$ cat src/rtl/halut_pkg.sv
// Shared widths, command record and FSM state type for the HALUT decoder-side sequencer.
// Default geometry: 32 codebooks of 16 prototypes, 32 output columns over 16 decoder units.
package halut_pkg;

    localparam int unsigned C            = 32;
    localparam int unsigned K            = 16;
    localparam int unsigned M            = 32;
    localparam int unsigned DecoderUnits = 16;
    localparam int unsigned ColsPerUnit  = M / DecoderUnits;

    // Index width that never collapses to zero bits for a dimension of size 1.
    function automatic int unsigned idx_width(input int unsigned n);
        return (n > 1) ? $clog2(n) : 1;
    endfunction

    localparam int unsigned CIdxWidth   = idx_width(C);
    localparam int unsigned KIdxWidth   = idx_width(K);
    localparam int unsigned ColIdxWidth = idx_width(ColsPerUnit);

    typedef struct packed {
        logic [CIdxWidth-1:0]   c;
        logic [KIdxWidth-1:0]   k;
        logic [ColIdxWidth-1:0] col;
        logic                   first;
        logic                   last;
    } dec_cmd_t;

    typedef enum logic {
        ST_IDLE  = 1'b0,
        ST_ISSUE = 1'b1
    } sched_state_e;

endpackage

$ cat src/rtl/halut_index_buffer.sv
// Two-bank register file holding one encoded row per bank, with full flags,
// the encoder-side write pointer and a combinational read port for the issuer.
module halut_index_buffer
    import halut_pkg::*;
#(
    parameter int unsigned C  = 32,
    parameter int unsigned KW = 4
) (
    input  logic                    clk_i,
    input  logic                    rst_ni,
    input  logic                    clear_i,
    input  logic                    wr_valid,
    input  logic [KW-1:0]           wr_k,
    output logic                    wr_ready,
    output logic                    wr_done,
    input  logic                    rd_free,
    input  logic [idx_width(C)-1:0] rd_c,
    output logic [KW-1:0]           rd_k,
    output logic                    rd_full,
    output logic                    other_full,
    output logic                    any_full
);

    localparam int unsigned CW = idx_width(C);

    logic          wr_bank_reg;
    logic          rd_bank_reg;
    logic [CW-1:0] wr_c_reg;
    logic [1:0]    full_reg;
    logic [1:0]    full_next;
    logic          wr_en;
    logic [KW-1:0] bank_k [2];

    // Ready looks only at registered flags, so a bank freed this cycle takes data next cycle.
    assign wr_ready   = !full_reg[wr_bank_reg];
    assign wr_en      = wr_valid && wr_ready;
    assign wr_done    = wr_en && (wr_c_reg == CW'(C - 1));
    assign rd_full    = full_reg[rd_bank_reg];
    assign other_full = full_reg[!rd_bank_reg];
    assign any_full   = |full_reg;

    for (genvar gi = 0; gi < 2; gi++) begin : g_bank
        logic [KW-1:0] mem [C];

        always_ff @(posedge clk_i) begin
            if (wr_en && (wr_bank_reg == 1'(gi))) begin
                mem[wr_c_reg] <= wr_k;
            end
        end

        assign bank_k[gi] = mem[rd_c];
    end

    assign rd_k = bank_k[rd_bank_reg];

    // Completing one bank and freeing the other in the same cycle are both applied.
    always_comb begin
        full_next = full_reg;
        if (wr_done) begin
            full_next[wr_bank_reg] = 1'b1;
        end
        if (rd_free) begin
            full_next[rd_bank_reg] = 1'b0;
        end
    end

    always_ff @(posedge clk_i or negedge rst_ni) begin
        if (!rst_ni) begin
            wr_bank_reg <= 1'b0;
            rd_bank_reg <= 1'b0;
            wr_c_reg    <= '0;
            full_reg    <= '0;
        end else if (clear_i) begin
            wr_bank_reg <= 1'b0;
            rd_bank_reg <= 1'b0;
            wr_c_reg    <= '0;
            full_reg    <= '0;
        end else begin
            if (wr_en) begin
                if (wr_done) begin
                    wr_c_reg    <= '0;
                    wr_bank_reg <= !wr_bank_reg;
                end else begin
                    wr_c_reg <= wr_c_reg + CW'(1);
                end
            end
            if (rd_free) begin
                rd_bank_reg <= !rd_bank_reg;
            end
            full_reg <= full_next;
        end
    end

endmodule

$ cat src/rtl/halut_decoder_scheduler.sv
// Sequencer between the HALUT encoder and the decoder-unit array: buffers encoded rows
// and broadcasts C x ColsPerUnit lookup commands per row with accumulator markers.
module halut_decoder_scheduler
    import halut_pkg::*;
#(
    parameter int unsigned C            = halut_pkg::C,
    parameter int unsigned K            = halut_pkg::K,
    parameter int unsigned M            = halut_pkg::M,
    parameter int unsigned DecoderUnits = halut_pkg::DecoderUnits
) (
    input  logic                                      clk_i,
    input  logic                                      rst_ni,
    input  logic                                      clear_i,
    input  logic                                      enc_valid_i,
    output logic                                      enc_ready_o,
    input  logic [idx_width(K)-1:0]                   enc_k_i,
    output logic                                      dec_valid_o,
    input  logic                                      dec_ready_i,
    output logic [idx_width(C)-1:0]                   dec_c_o,
    output logic [idx_width(K)-1:0]                   dec_k_o,
    output logic [idx_width(M / DecoderUnits)-1:0]    dec_col_o,
    output logic                                      dec_first_o,
    output logic                                      dec_last_o,
    output logic                                      row_done_o,
    output logic [15:0]                               row_cnt_o,
    output logic                                      busy_o
);

    localparam int unsigned Cols = M / DecoderUnits;
    localparam int unsigned CW   = idx_width(C);
    localparam int unsigned KW   = idx_width(K);
    localparam int unsigned ColW = idx_width(Cols);

    if ((M % DecoderUnits) != 0) begin : g_bad_cfg
        $error("halut_decoder_scheduler: M must be a multiple of DecoderUnits");
    end

    sched_state_e    state_reg, state_next;
    logic [CW-1:0]   c_cnt_reg, c_cnt_next;
    logic [ColW-1:0] col_cnt_reg, col_cnt_next;
    logic            row_done_reg;
    logic [15:0]     row_cnt_reg;

    logic            issuing;
    logic            handshake;
    logic            c_last;
    logic            col_last;
    logic            row_end;
    logic            wr_ready;
    logic            wr_done;
    logic            rd_full;
    logic            other_full;
    logic            any_full;
    logic [KW-1:0]   rd_k;

    halut_index_buffer #(
        .C  (C),
        .KW (KW)
    ) u_buffer (
        .clk_i      (clk_i),
        .rst_ni     (rst_ni),
        .clear_i    (clear_i),
        .wr_valid   (enc_valid_i),
        .wr_k       (enc_k_i),
        .wr_ready   (wr_ready),
        .wr_done    (wr_done),
        .rd_free    (row_end),
        .rd_c       (c_cnt_reg),
        .rd_k       (rd_k),
        .rd_full    (rd_full),
        .other_full (other_full),
        .any_full   (any_full)
    );

    assign issuing   = (state_reg == ST_ISSUE);
    assign handshake = issuing && dec_ready_i;
    assign c_last    = (c_cnt_reg == CW'(C - 1));
    assign col_last  = (col_cnt_reg == ColW'(Cols - 1));
    assign row_end   = handshake && c_last && col_last;

    // A bank completing this cycle counts as full, so issue starts the cycle after the
    // last index and the next row follows the previous one without a bubble.
    always_comb begin
        state_next   = state_reg;
        c_cnt_next   = c_cnt_reg;
        col_cnt_next = col_cnt_reg;
        case (state_reg)
            ST_IDLE: begin
                if (rd_full || wr_done) begin
                    state_next = ST_ISSUE;
                end
            end
            ST_ISSUE: begin
                if (handshake) begin
                    if (c_last) begin
                        c_cnt_next   = '0;
                        col_cnt_next = col_last ? '0 : col_cnt_reg + ColW'(1);
                    end else begin
                        c_cnt_next = c_cnt_reg + CW'(1);
                    end
                end
                if (row_end && !(other_full || wr_done)) begin
                    state_next = ST_IDLE;
                end
            end
            default: state_next = ST_IDLE;
        endcase
    end

    always_ff @(posedge clk_i or negedge rst_ni) begin
        if (!rst_ni) begin
            state_reg    <= ST_IDLE;
            c_cnt_reg    <= '0;
            col_cnt_reg  <= '0;
            row_done_reg <= 1'b0;
            row_cnt_reg  <= '0;
        end else if (clear_i) begin
            state_reg    <= ST_IDLE;
            c_cnt_reg    <= '0;
            col_cnt_reg  <= '0;
            row_done_reg <= 1'b0;
            row_cnt_reg  <= '0;
        end else begin
            state_reg    <= state_next;
            c_cnt_reg    <= c_cnt_next;
            col_cnt_reg  <= col_cnt_next;
            row_done_reg <= row_end;
            row_cnt_reg  <= row_cnt_reg + 16'(row_end);
        end
    end

    // Payload is gated by the state so idle outputs sit at their reset values.
    assign enc_ready_o = wr_ready;
    assign dec_valid_o = issuing;
    assign dec_c_o     = c_cnt_reg;
    assign dec_col_o   = col_cnt_reg;
    assign dec_k_o     = issuing ? rd_k : '0;
    assign dec_first_o = issuing && (c_cnt_reg == '0);
    assign dec_last_o  = issuing && c_last;
    assign row_done_o  = row_done_reg;
    assign row_cnt_o   = row_cnt_reg;
    assign busy_o      = any_full || issuing;

endmodule

$ cat config.mk
export PLATFORM = sky130hd
export DESIGN_NAME = halut_decoder_scheduler
export DESIGN_NICKNAME = d
export VERILOG_FILES = /design/src/rtl/halut_pkg.sv /design/src/rtl/halut_index_buffer.sv /design/src/rtl/halut_decoder_scheduler.sv
export SDC_FILE = /design/constraint.sdc
export NUM_CORES = 1
export LEC_CHECK = 0
export CAP_MARGIN = 20
export CORE_AREA = 3 3 177 179
export CTS_BUF_LIST = sky130_fd_sc_hd__clkbuf_8
export DETAILED_ROUTE_END_ITERATION = 12
export DIE_AREA = 0 0 180 182
export HOLD_SLACK_MARGIN = 0.05
export PLACE_DENSITY = 0.6
export RECOVER_POWER = 50
export SYNTH_ARGS = -nofsm -noshare
export SYNTH_HDL_FRONTEND = slang
export SYNTH_SLANG_ARGS = --single-unit
$ cat constraint.sdc
create_clock -name clk_i -period 4.15 [get_ports clk_i]
set_input_delay 0.415 -clock clk_i [delete_from_list [all_inputs] [get_ports clk_i]]
set_output_delay 0.415 -clock clk_i [all_outputs]
set_load 0.02 [all_outputs]
======== Yosys cells after proc, flatten, opt, wreduce, memory -nomap -nowiden ========
Memory sizes are Yosys's and may differ from the RTL's.
Cells that the tools add are included.
word-level totals
  bits in registers ....................... 33
  bits in writable memories ............... 256
  output and inout port bits .............. 32
  word-level logic and storage cells ...... 103
  memories ................................ 2
cells by class
  $add $sub $neg .......................... 4
  magnitude comparators ................... 6
  equal/unequal tests ..................... 2
  mux-type cells .......................... 44
  bitwise operators ....................... 6
  reduce and logical (&&, ||, !) cells .... 30
memories
  memory                  depth  bits a word  rd ports  clocked after memory_dff  wr ports  RTL line                  text
  u_buffer.g_bank[0].mem  32     4            1         0                         1         halut_index_buffer.sv:43  logic [KW-1:0] mem [C];
  u_buffer.g_bank[1].mem  32     4            1         0                         1         halut_index_buffer.sv:43
operators by type and width
  operator                                                               number
  5-bit two-way mux                                                      7
  1-bit two-way mux                                                      26
  16-bit by 1-bit adder with 16-bit output                               1
  16-bit two-way mux                                                     1
  4-bit two-way mux                                                      4
  1-bit logical AND                                                      12
  2-bit nonzero test                                                     6
  5-bit by 1-bit adder with 5-bit output (second input constant)         2
  5-bit == test (second input constant)                                  2
  1-bit by 2-bit < comparator with 1-bit output (second input constant)  3
  2-bit two-way mux                                                      3
  5-bit logical NOT                                                      1
  1-bit logical NOT                                                      4
  2-bit AND reduction                                                    2
  1-bit logical OR                                                       3
  3-bit AND reduction                                                    1
  2-bit AND                                                              1
  1-bit demux with 1-bit select                                          2
  1-bit >= comparator (second input constant)                            2
  2-bit >= comparator (second input constant)                            1
  1-bit inverter                                                         2
  1-bit inverter with 2-bit output                                       1
  2-bit inverter                                                         1
  2-bit bitwise OR                                                       1
  other kinds (3)                                                        3

======== Depth between registers and ports, before layout ========
Gate-level depths: netlist (run 1).
  depth after elaboration ................. 11
  gate-level depth with buffers ........... 12
  gate-level depth less buffers ........... 10

======== Hierarchy ========
Synthesis (run 1) repeated with hierarchy kept, for this count alone.
unflattened totals
  cell total of the unflattened synthesis .. 721
  area total of the unflattened synthesis .. 12066.6 µm²
modules (own cells, without submodules)
  module                   times used  cells each  area each (µm²)  sequential area each (µm²)
  halut_index_buffer       1           585         10761.6          7912.6
  halut_decoder_scheduler  1           136         1305.0           600.6

======== Least setup slack after synthesis (run 1) ========
OpenSTA, ideal clock, no wires.
  path type ............................... register to register
  start ................................... register c_cnt_reg[3], in the netlist dec_c_o[3]
  end ..................................... register row_cnt_reg[12], in the netlist row_cnt_o[12]
  library setup time ...................... 0.078 ns
  arrival time ............................ 3.011 ns
  slack ................................... 1.061 ns
  stages on the path, launching flop included .. 12
  period minus slack after synthesis ...... 3.089 ns
  path through ............................ dfrtp_1 > clkbuf_1 > clkbuf_1 > clkbuf_1 > and3_1 > ha_1 > nand4_1 > inv_1 > ha_1 > nand4_1 > or3_1 > a21oi_1
on the way
  cells in the longest elaborated chain, start to end .. 5
ends and longest elaborated chain
  what                                      RTL line                        text
  start: declaration                        halut_decoder_scheduler.sv:39   logic [CW-1:0] c_cnt_reg, c_cnt_next;
  start signal: assignment                  halut_decoder_scheduler.sv:125  c_cnt_reg <= c_cnt_next;
  5-bit == test                             halut_decoder_scheduler.sv:77   assign c_last = (c_cnt_reg == CW'(C - 1));
  1-bit logical AND (2 in series)           halut_decoder_scheduler.sv:79   assign row_end = handshake && c_last && col_last;
  16-bit by 1-bit adder with 16-bit output  halut_decoder_scheduler.sv:128  row_cnt_reg <= row_cnt_reg + 16'(row_end);
  16-bit two-way mux                        halut_decoder_scheduler.sv:117  end else if (clear_i) begin
  end signal: assignment                    halut_decoder_scheduler.sv:128
  end: declaration                          halut_decoder_scheduler.sv:42   logic [15:0] row_cnt_reg;
Every way passes these cells.
A chain may end at the register's enable or synchronous reset.

======== Final worst setup path (run 1) ========
  start ................................... register c_cnt_reg[1], in the netlist dec_c_o[1]
  end ..................................... output dec_k_o[3]
on the way
  cells in the longest elaborated chain, start to end .. 5
ends and longest elaborated chain
  what                                                       RTL line                        text
  memory read 32 x 4 bit                                     --
  4-bit two-way mux (implied by the code) (*) (3 in series)  halut_index_buffer.sv:54        assign rd_k = bank_k[rd_bank_reg];
  4-bit two-way mux (*)                                      halut_decoder_scheduler.sv:137  assign dec_k_o = issuing ? rd_k : '0;
  end: declaration                                           halut_decoder_scheduler.sv:20   output logic [idx_width(K)-1:0] dec_k_o,
Every way passes the cells marked *; elsewhere a longest branch is shown, timed or not. The select of a mux whose other input is x is not followed.

==> results of run 1 <==
-- kinds of logic (layout without fill, tap and decap cells) --
logic type | after synthesis | in the layout | share of synthesized area (%)
AOI/OAI and AO/OA | 53 | 53 | 2.770
xor gates and xnor gates | 13 | 13 | 0.9584
adders and majority gates | 10 | 10 | 1.053
buffers and inverters | 50 | 156 | 1.917
DFF | 289 | 289 | 71.66
muxes | 86 | 86 | 14.42
and+or+nand+nor | 189 | 189 | 7.225
-- worst max-delay path, delay by kind of cell, from the launching register on --
family	cells	cell delay [ps]
simple gates	1	280
mux	1	520
compound gates	2	380
buf+inv	3	1080
flops	1	680
-- per-layer routing --
metal	GRT usage, %	share of wire [%]	vias up
li1	-	-	2847
met1	21.37	42	3357
met2	27.19	50	231
met3	3.486	6.0	54
met4	5.105	2.5	0
met5	0	0	-
-- synth_stat cells, types with 9 or more instances --
cell                       number
sky130_fd_sc_hd__clkbuf_1      23
sky130_fd_sc_hd__mux2i_1       17
sky130_fd_sc_hd__nor2_1        91
sky130_fd_sc_hd__mux4_2        68
sky130_fd_sc_hd__edfxtp_1     256
sky130_fd_sc_hd__inv_1         11
sky130_fd_sc_hd__dfrtp_1       33
sky130_fd_sc_hd__a21oi_1       19
sky130_fd_sc_hd__o21ai_0        9
sky130_fd_sc_hd__ha_1          10
sky130_fd_sc_hd__nand3_1       19
sky130_fd_sc_hd__nand2_1       33
-- worst max-delay path by stage --
stage,start,to,slack (ps),cells after the start
floorplan,dec_c_o[3],row_cnt_o[12],1060,11
global placement,dec_c_o[0],dec_k_o[2],330,6
detailed placement,dec_c_o[0],dec_k_o[2],350,6
finish,dec_c_o[1],dec_k_o[3],200,7
CTS,dec_c_o[0],dec_k_o[1],150,6
global route,dec_c_o[1],dec_k_o[3],40,7
-- repair_timing --
| action | in CTS | in global routing |
|---|---|---|
| setup endpoints to repair | 4 | 1 |
| buffers inserted | 1 | 0 |
| resized for setup | 1 | 1 |
-- cell type report --
cell class                 count  area [um^2]
clock buffer                  50        688.2
clock inverter                33        167.7
fill                        2517        16120
inverter                      12        45.04
multi-input combinational    351         3147
sequential                   289         8518
tap                          390        488.0
timing repair buffer          61        543.0
-- report_power, final --
group	switching [mW]	internal [mW]	leakage [nW]	total, mW
Combinational	0.0733	0.0169	1.13	0.0902
Clock	1.08	1.17	0.481	2.26
Sequential	0.00400	3.18	2.76	3.18
Total	1.16	4.37	4.37	5.53
-- metrics by stage --
stage / util (%) / total power [mW] / instance area (um^2)
2_1_floorplan: - / 3.263 / 11880
3_3_place_gp: 42.70 / 3.324 / 12690
3_5_place_dp: 42.70 / 3.329 / 12690
4_1_cts: 45.64 / 5.577 / 13560
5_1_grt: 45.75 / 5.724 / 13600
6_report: 45.75 / 5.528 / 13600
==> out/metrics.json, run 1 <==
{
  "clock_tree": {
    "ctsRootBufferMaster": "sky130_fd_sc_hd__clkbuf_8",
    "cts.clk_slew.worst_paths_ps": 60,
    "tritoncts.num_buffers": 46,
    "cts.sinks": 289,
    "tritoncts": "done",
    "cts.hold.buffers_added": 0,
    "clk-insertion-delay-late_ps": 560,
    "cts.htree.levels": 2,
    "clock_tree.buffer_depth": 3
  },
  "final_layout": {
    "antennaDiodeCount": 0,
    "registers.top_by_ff_count": "u_buffer.g_bank.mem",
    "largest_register_ffs": 256,
    "nNetsFinal": 780,
    "final_non_filler_cell_total": 1186,
    "commonest_cells_after_routing_fill_and_taps_aside": "sky130_fd_sc_hd__edfxtp_1 (256), sky130_fd_sc_hd__nor2_1 (91), sky130_fd_sc_hd__mux4_2 (68), sky130_fd_sc_hd__clkbuf_8 (50), sky130_fd_sc_hd__nand2_1 (33)",
    "drive_above_1_share_pct": 19.10,
    "mostFrequentLayoutCell": "sky130_fd_sc_hd__edfxtp_1",
    "synthToLayoutAreaGrowth_pct": 14.45
  },
  "sta": {
    "worst_pin_slew_ps": 2518,
    "unrepaired_setup_endpoints_after_global_routing": "no",
    "worst_hold_margin_ps": 178.6,
    "setup-tns-final_ps": 0,
    "fin_worst_skew_ps": 33.97,
    "setup_viol": 0,
    "min_period_over_period_pct": 95.29,
    "maxSlewHeadroom_pct": -67.84,
    "maxSlewViolCount": 209,
    "setup_ws_ps": 195.5,
    "max_freq_mhz": 252.9,
    "hold_violations": 0,
    "final.min_clock_period_ps": 3954
  },
  "power_and_ir_drop": {
    "worst_ir_drop_vdd_v": 0.0002295,
    "power.leakage_nw": 4.372,
    "power_density_mw_per_mm2": 406.6
  },
  "grt": {
    "grt_pass1_vias": 6771,
    "largest_net_degree_at_the_start_of_global_routing": 65,
    "wire_length_of_the_first_global_routing_pass_um": 41010,
    "gr-usage-all-layers_pct": 16.23,
    "antenna_violations_before_repair": 0,
    "grt-ovfl-total": 0
  },
  "yosys": {
    "syn_area_mm2": 0.01188,
    "post-synth-top-area-fraction_pct": 64.71,
    "seq_area_frac_synth_pct": 71.66,
    "ys_async_sr_fraction_pct": 11.42,
    "synth_edf_count": 256,
    "synth_cells": 690,
    "synth-seq-cells": 289,
    "synth-warning-count": 0,
    "yosys.cell_types.count": 43,
    "synth_top_flop_cell": "sky130_fd_sc_hd__edfxtp_1",
    "syn-num-nets": 709,
    "yosys-top-cells-area": "sky130_fd_sc_hd__edfxtp_1 (65%), sky130_fd_sc_hd__mux4_2 (13%), sky130_fd_sc_hd__dfrtp_1 (7.0%)",
    "syn_area_per_cell_um2": 17.22,
    "synth_largest_area_cell": "sky130_fd_sc_hd__edfxtp_1"
  },
  "worst_setup_path": {
    "worstSetupStartpointType": "register",
    "timing.critical_path.cells": "buf_12 -> buf_4 -> mux4_2 -> o2111ai_1 -> o2111ai_1 -> and4_1 -> clkdlybuf4s50_1",
    "regToRegSetupSlack_ps": 760,
    "timing.rr.start": "dec_c_o[0]",
    "critPathCaptureType": "primary output",
    "worstReg2RegEnd": "row_cnt_o[14]",
    "timing.reg2reg.worst_path_depth": 10,
    "timing.setup.critical_path_class": "reg -> out",
    "data_arrival_time_of_the_critical_path_ps": 3540,
    "critical_path_fanouts_max": 28,
    "slowest_stage": "sky130_fd_sc_hd__dfrtp_2",
    "max_stage_delay_ps": 680,
    "critical_path_required_ps": 3730,
    "crit_top_cell": "sky130_fd_sc_hd__o2111ai_1"
  },
  "floorplan": {
    "placementRows": 63,
    "die_width_um": 180,
    "fp.coreArea_mm2": 0.02972,
    "initial_core_utilization_pct": 39.98,
    "die_y_um": 182,
    "ioPinCount": 41,
    "dieArea_mm2": 0.03276
  },
  "routing": {
    "detail_route.first_pass.iterations": 5,
    "post_drt_via_cell_ratio": 5.471,
    "drt-total-wl_um": 26570,
    "antenna_violating_nets_post_route": 0,
    "drt_first_iter_violations": 630,
    "detail_route.wl_per_cell_um": 22.40,
    "drc": 0,
    "vias": 6489
  },
  "placement": {
    "dp_worst_setup_slack_ps": 345.4,
    "portBuffers": 40,
    "place.detailed.hpwl_um": 17130,
    "place_inst": 1096,
    "gp_congestion": 0.8400
  },
  "run_status": {
    "violations_in_the_final_reports": "capacitance limit, slew limit",
    "outcome": "finished, violations left"
  },
  "flow_run": {
    "drv.max_cap_violation_count": 4
  },
  "min_path": {
    "hold_class": "in -> async"
  }
}
No activity file was read; power rests on OpenSTA's default activity.
==> run 2: changes to the inputs <==
--- a/config.mk
+++ b/config.mk
@@ -8,6 +8,7 @@
 export CAP_MARGIN = 20
 export CORE_AREA = 3 3 177 179
 export CTS_BUF_LIST = sky130_fd_sc_hd__clkbuf_8
+export CTS_CLUSTER_SIZE = 28
 export DETAILED_ROUTE_END_ITERATION = 12
 export DIE_AREA = 0 0 180 182
 export HOLD_SLACK_MARGIN = 0.05
==> constraint.sdc (replaced) <==
create_clock -name clk_i -period 4.46 [get_ports clk_i]
set_input_delay 0.446 -clock clk_i [delete_from_list [all_inputs] [get_ports clk_i]]
set_output_delay 0.446 -clock clk_i [all_outputs]
set_load 0.02 [all_outputs]
==> out/metrics.json, run 2 (synthesized netlist as in run 1, its figures left out) <==
{
  "clock_tree": {
    "cts.clk_slew.worst_paths": {"value": 60, "unit": "ps", "change": "about the same"},
    "cts.htree.levels": {"value": 2, "change": "unchanged"},
    "cts.hold.buffers_added": {"value": 0, "change": "unchanged"},
    "clock_tree.buffer_depth": {"value": 3, "change": "unchanged"},
    "cts.sinks": {"value": 289, "change": "unchanged"},
    "clk-insertion-delay-late": {"value": 540, "unit": "ps", "change": "was 560 ps"},
    "tritoncts": {"value": "done", "change": "unchanged"},
    "post-cts-setup-buffer-count": {"value": 0, "change": "was 1"},
    "post_cts_sizing_count": {"value": 0, "change": "was 1"},
    "ctsRootBufferMaster": {"value": "sky130_fd_sc_hd__clkbuf_8", "change": "unchanged"},
    "tritoncts.num_buffers": {"value": 46, "change": "unchanged"}
  },
  "sta": {
    "final.min_clock_period_ps": 4090,
    "maxSlewHeadroom": {"value": -60.95, "unit": "%", "change": "was -67.84%"},
    "setup_viol": {"value": 0, "change": "unchanged"},
    "min_period_over_period_pct": 91.70,
    "worst_hold_margin": {"value": 307.0, "unit": "ps", "change": "was 178.6 ps"},
    "worst_pin_slew": {"value": 2414, "unit": "ps", "change": "was 2518 ps"},
    "max_freq_mhz": 244.5,
    "hold_violations": {"value": 0, "change": "unchanged"},
    "unrepaired_setup_endpoints_after_global_routing": {"value": "no", "change": "unchanged"},
    "setup-tns-final": {"value": 0, "unit": "ps", "change": "unchanged"},
    "maxSlewViolCount": {"value": 225, "change": "was 209"},
    "fin_worst_skew": {"value": 10.44, "unit": "ps", "change": "was 33.97 ps"}
  },
  "run_status": {
    "violations_in_the_final_reports": {"value": "capacitance limit, slew limit", "change": "unchanged"},
    "outcome": {"value": "finished, violations left", "change": "unchanged"}
  },
  "final_layout": {
    "synthToLayoutAreaGrowth": {"value": 13.63, "unit": "%", "change": "was 14.45%"},
    "largest_register_ffs": {"value": 256, "change": "unchanged"},
    "n_fill_cell": {"value": 2552, "change": "was 2517"},
    "antennaDiodeCount": {"value": 0, "change": "unchanged"},
    "multi_input_comb_area": {"value": 0.003139, "unit": "mm^2", "change": "was 0.003147 mm^2"},
    "commonest_cells_after_routing_fill_and_taps_aside": {"value": "sky130_fd_sc_hd__edfxtp_1 (256), sky130_fd_sc_hd__nor2_1 (91), sky130_fd_sc_hd__mux4_2 (68), sky130_fd_sc_hd__clkbuf_8 (47), sky130_fd_sc_hd__nand2_1 (33)", "change": "was sky130_fd_sc_hd__edfxtp_1 (256), sky130_fd_sc_hd__nor2_1 (91), sky130_fd_sc_hd__mux4_2 (68), sky130_fd_sc_hd__clkbuf_8 (50), sky130_fd_sc_hd__nand2_1 (33)"},
    "nNetsFinal": {"value": 774, "change": "was 780"},
    "register_area": {"value": 0.008518, "unit": "mm^2", "change": "unchanged"},
    "drive_above_1_share": {"value": 17.81, "unit": "%", "change": "was 19.10%"},
    "mostFrequentLayoutCell": {"value": "sky130_fd_sc_hd__edfxtp_1", "change": "unchanged"},
    "registers.top_by_ff_count": {"value": "u_buffer.g_bank.mem", "change": "unchanged"}
  },
  "routing": {
    "antenna_violating_nets_post_route": {"value": 0, "change": "unchanged"},
    "detail_route.first_pass.iterations": {"value": 5, "change": "unchanged"},
    "drc": {"value": 0, "change": "unchanged"},
    "drt-total-wl": {"value": 25910, "unit": "um", "change": "was 26570 um"},
    "drt_first_iter_violations": {"value": 569, "change": "was 630"},
    "detail_route.wl_per_cell": {"value": 22.03, "unit": "um", "change": "was 22.40 um"},
    "post_drt_via_cell_ratio": {"value": 5.444, "change": "was 5.471"},
    "vias": {"value": 6402, "change": "was 6489"}
  },
  "floorplan": {
    "initial_core_utilization": {"value": 39.98, "unit": "%", "change": "unchanged"},
    "die_y": {"value": 182, "unit": "um", "change": "unchanged"},
    "die_width": {"value": 180, "unit": "um", "change": "unchanged"},
    "dieArea": {"value": 0.03276, "unit": "mm^2", "change": "unchanged"},
    "placementRows": {"value": 63, "change": "unchanged"},
    "ioPinCount": {"value": 41, "change": "unchanged"},
    "fp.coreArea": {"value": 0.02972, "unit": "mm^2", "change": "unchanged"}
  },
  "worst_setup_path": {
    "critPathCaptureType": {"value": "primary output", "change": "unchanged"},
    "critical_path_required": {"value": 4010, "unit": "ps", "change": "was 3730 ps"},
    "data_arrival_time_of_the_critical_path": {"value": 3640, "unit": "ps", "change": "was 3540 ps"},
    "regToRegSetupSlack": {"value": 910, "unit": "ps", "change": "was 760 ps"},
    "slowest_stage": {"value": "sky130_fd_sc_hd__dfrtp_4", "change": "was sky130_fd_sc_hd__dfrtp_2"},
    "crit_top_cell": {"value": "sky130_fd_sc_hd__mux4_2", "change": "was sky130_fd_sc_hd__o2111ai_1"},
    "timing.critical_path.cells": {"value": "mux4_2 -> mux4_2 -> nand2_1 -> o2111ai_1 -> and4_1 -> clkdlybuf4s50_1", "change": "was buf_12 -> buf_4 -> mux4_2 -> o2111ai_1 -> o2111ai_1 -> and4_1 -> clkdlybuf4s50_1"},
    "critical_path_fanouts_max": {"value": 31, "change": "was 28"},
    "max_stage_delay": {"value": 850, "unit": "ps", "change": "was 680 ps"},
    "worstSetupStartpointType": {"value": "register", "change": "unchanged"},
    "timing.setup.critical_path_class": {"value": "reg -> out", "change": "unchanged"},
    "critical_path_buf_inv_count": {"value": 1, "change": "was 3"},
    "critPathTopFamily": {"value": "multiplexers", "change": "was buffers and inverters"}
  },
  "placement": {
    "gp_congestion": {"value": 0.8302, "change": "was 0.8400"},
    "portBuffers": {"value": 40, "change": "unchanged"},
    "place.detailed.hpwl": {"value": 16720, "unit": "um", "change": "was 17130 um"}
  },
  "flow_run": {
    "drv.max_cap_violation_count": {"value": 5, "change": "was 4"}
  },
  "grt": {
    "globalRouteMet3Util": {"value": 3.746, "unit": "%", "change": "was 3.486%"},
    "grt-ovfl-total": {"value": 0, "change": "unchanged"},
    "antenna_violations_before_repair": {"value": 0, "change": "unchanged"},
    "gr-usage-all-layers": {"value": 15.86, "unit": "%", "change": "was 16.23%"},
    "largest_net_degree_at_the_start_of_global_routing": {"value": 65, "change": "unchanged"},
    "grt_pass1_vias": {"value": 6667, "change": "was 6771"},
    "global_route.peak_usage_layer": {"value": "met2", "change": "unchanged"},
    "global_route.usage.met2": {"value": 26.81, "unit": "%", "change": "was 27.19%"},
    "wire_length_of_the_first_global_routing_pass": {"value": 40140, "unit": "um", "change": "was 41010 um"},
    "globalRouteMet1Util": {"value": 20.87, "unit": "%", "change": "was 21.37%"}
  },
  "power_and_ir_drop": {
    "power.leakage": {"value": 4.321, "unit": "nW", "change": "was 4.372 nW"},
    "power_density": {"value": 374.2, "unit": "mW/mm^2", "change": "was 406.6 mW/mm^2"},
    "worst_ir_drop_vdd": {"value": 0.0001690, "unit": "V", "change": "was 0.0002295 V"}
  },
  "min_path": {
    "hold_class": {"value": "in -> reg", "change": "was in -> async"}
  }
}
[run 2: report_power, final]
| group | switching, mW | total [mW] | internal [mW] |
|---|---|---|---|
| Sequential | 0.00386 | 2.96 | 2.96 |
| Clock | 0.975 | 2.01 | 1.03 |
| Combinational | 0.0673 | 0.0828 | 0.0156 |
| Total | 1.05 | 5.05 | 4.01 |
[run 2: final cells by class]
| class | count | share of cell area, % |
|---|---|---|
| inverters | 12 | 0.3337 |
| multi-input cells | 351 | 23.26 |
| well taps | 390 | 3.615 |
| clock buffers | 47 | 4.792 |
| flip-flops and latches | 289 | 63.10 |
| repair buffers | 55 | 3.717 |
| clock inverters | 32 | 1.186 |
[run 2: layer usage]
metal  share of wire (%)  wire [um]
met1                  42      10790
met2                  50      13010
met3                 6.7       1725
met4                 1.5        381
met5                   0          0
[run 2: worst paths after layout]
check | startpoint | end | depth (start not counted)
worst max-delay path | dec_c_o[0] | dec_k_o[3] | 6
worst min-delay path | enc_k_i[3] | u_buffer.g_bank[0].mem[11][3] | 1
worst max register to register | dec_c_o[0] | row_cnt_o[14] | 10
worst min register to register | row_cnt_o[15] | row_cnt_o[15] | 2
max in group asynchronous | rst_ni | dec_c_o[0] | 2
min in group asynchronous | rst_ni | row_cnt_o[11] | 2
[run 2: through the flow]
stage	worst slack, ps	std cells	util [%]	area (um^2)	total power [mW]
5_1_grt	90.55	1176	45.43	13500	5.247
3_3_place_gp	900.4	1092	42.64	12670	3.093
6_report	370.1	1176	45.43	13500	5.051
3_5_place_dp	845.6	1092	42.64	12670	3.100
4_1_cts	277.1	1171	45.35	13480	5.112
2_1_floorplan	1371	690	-	11880	3.036
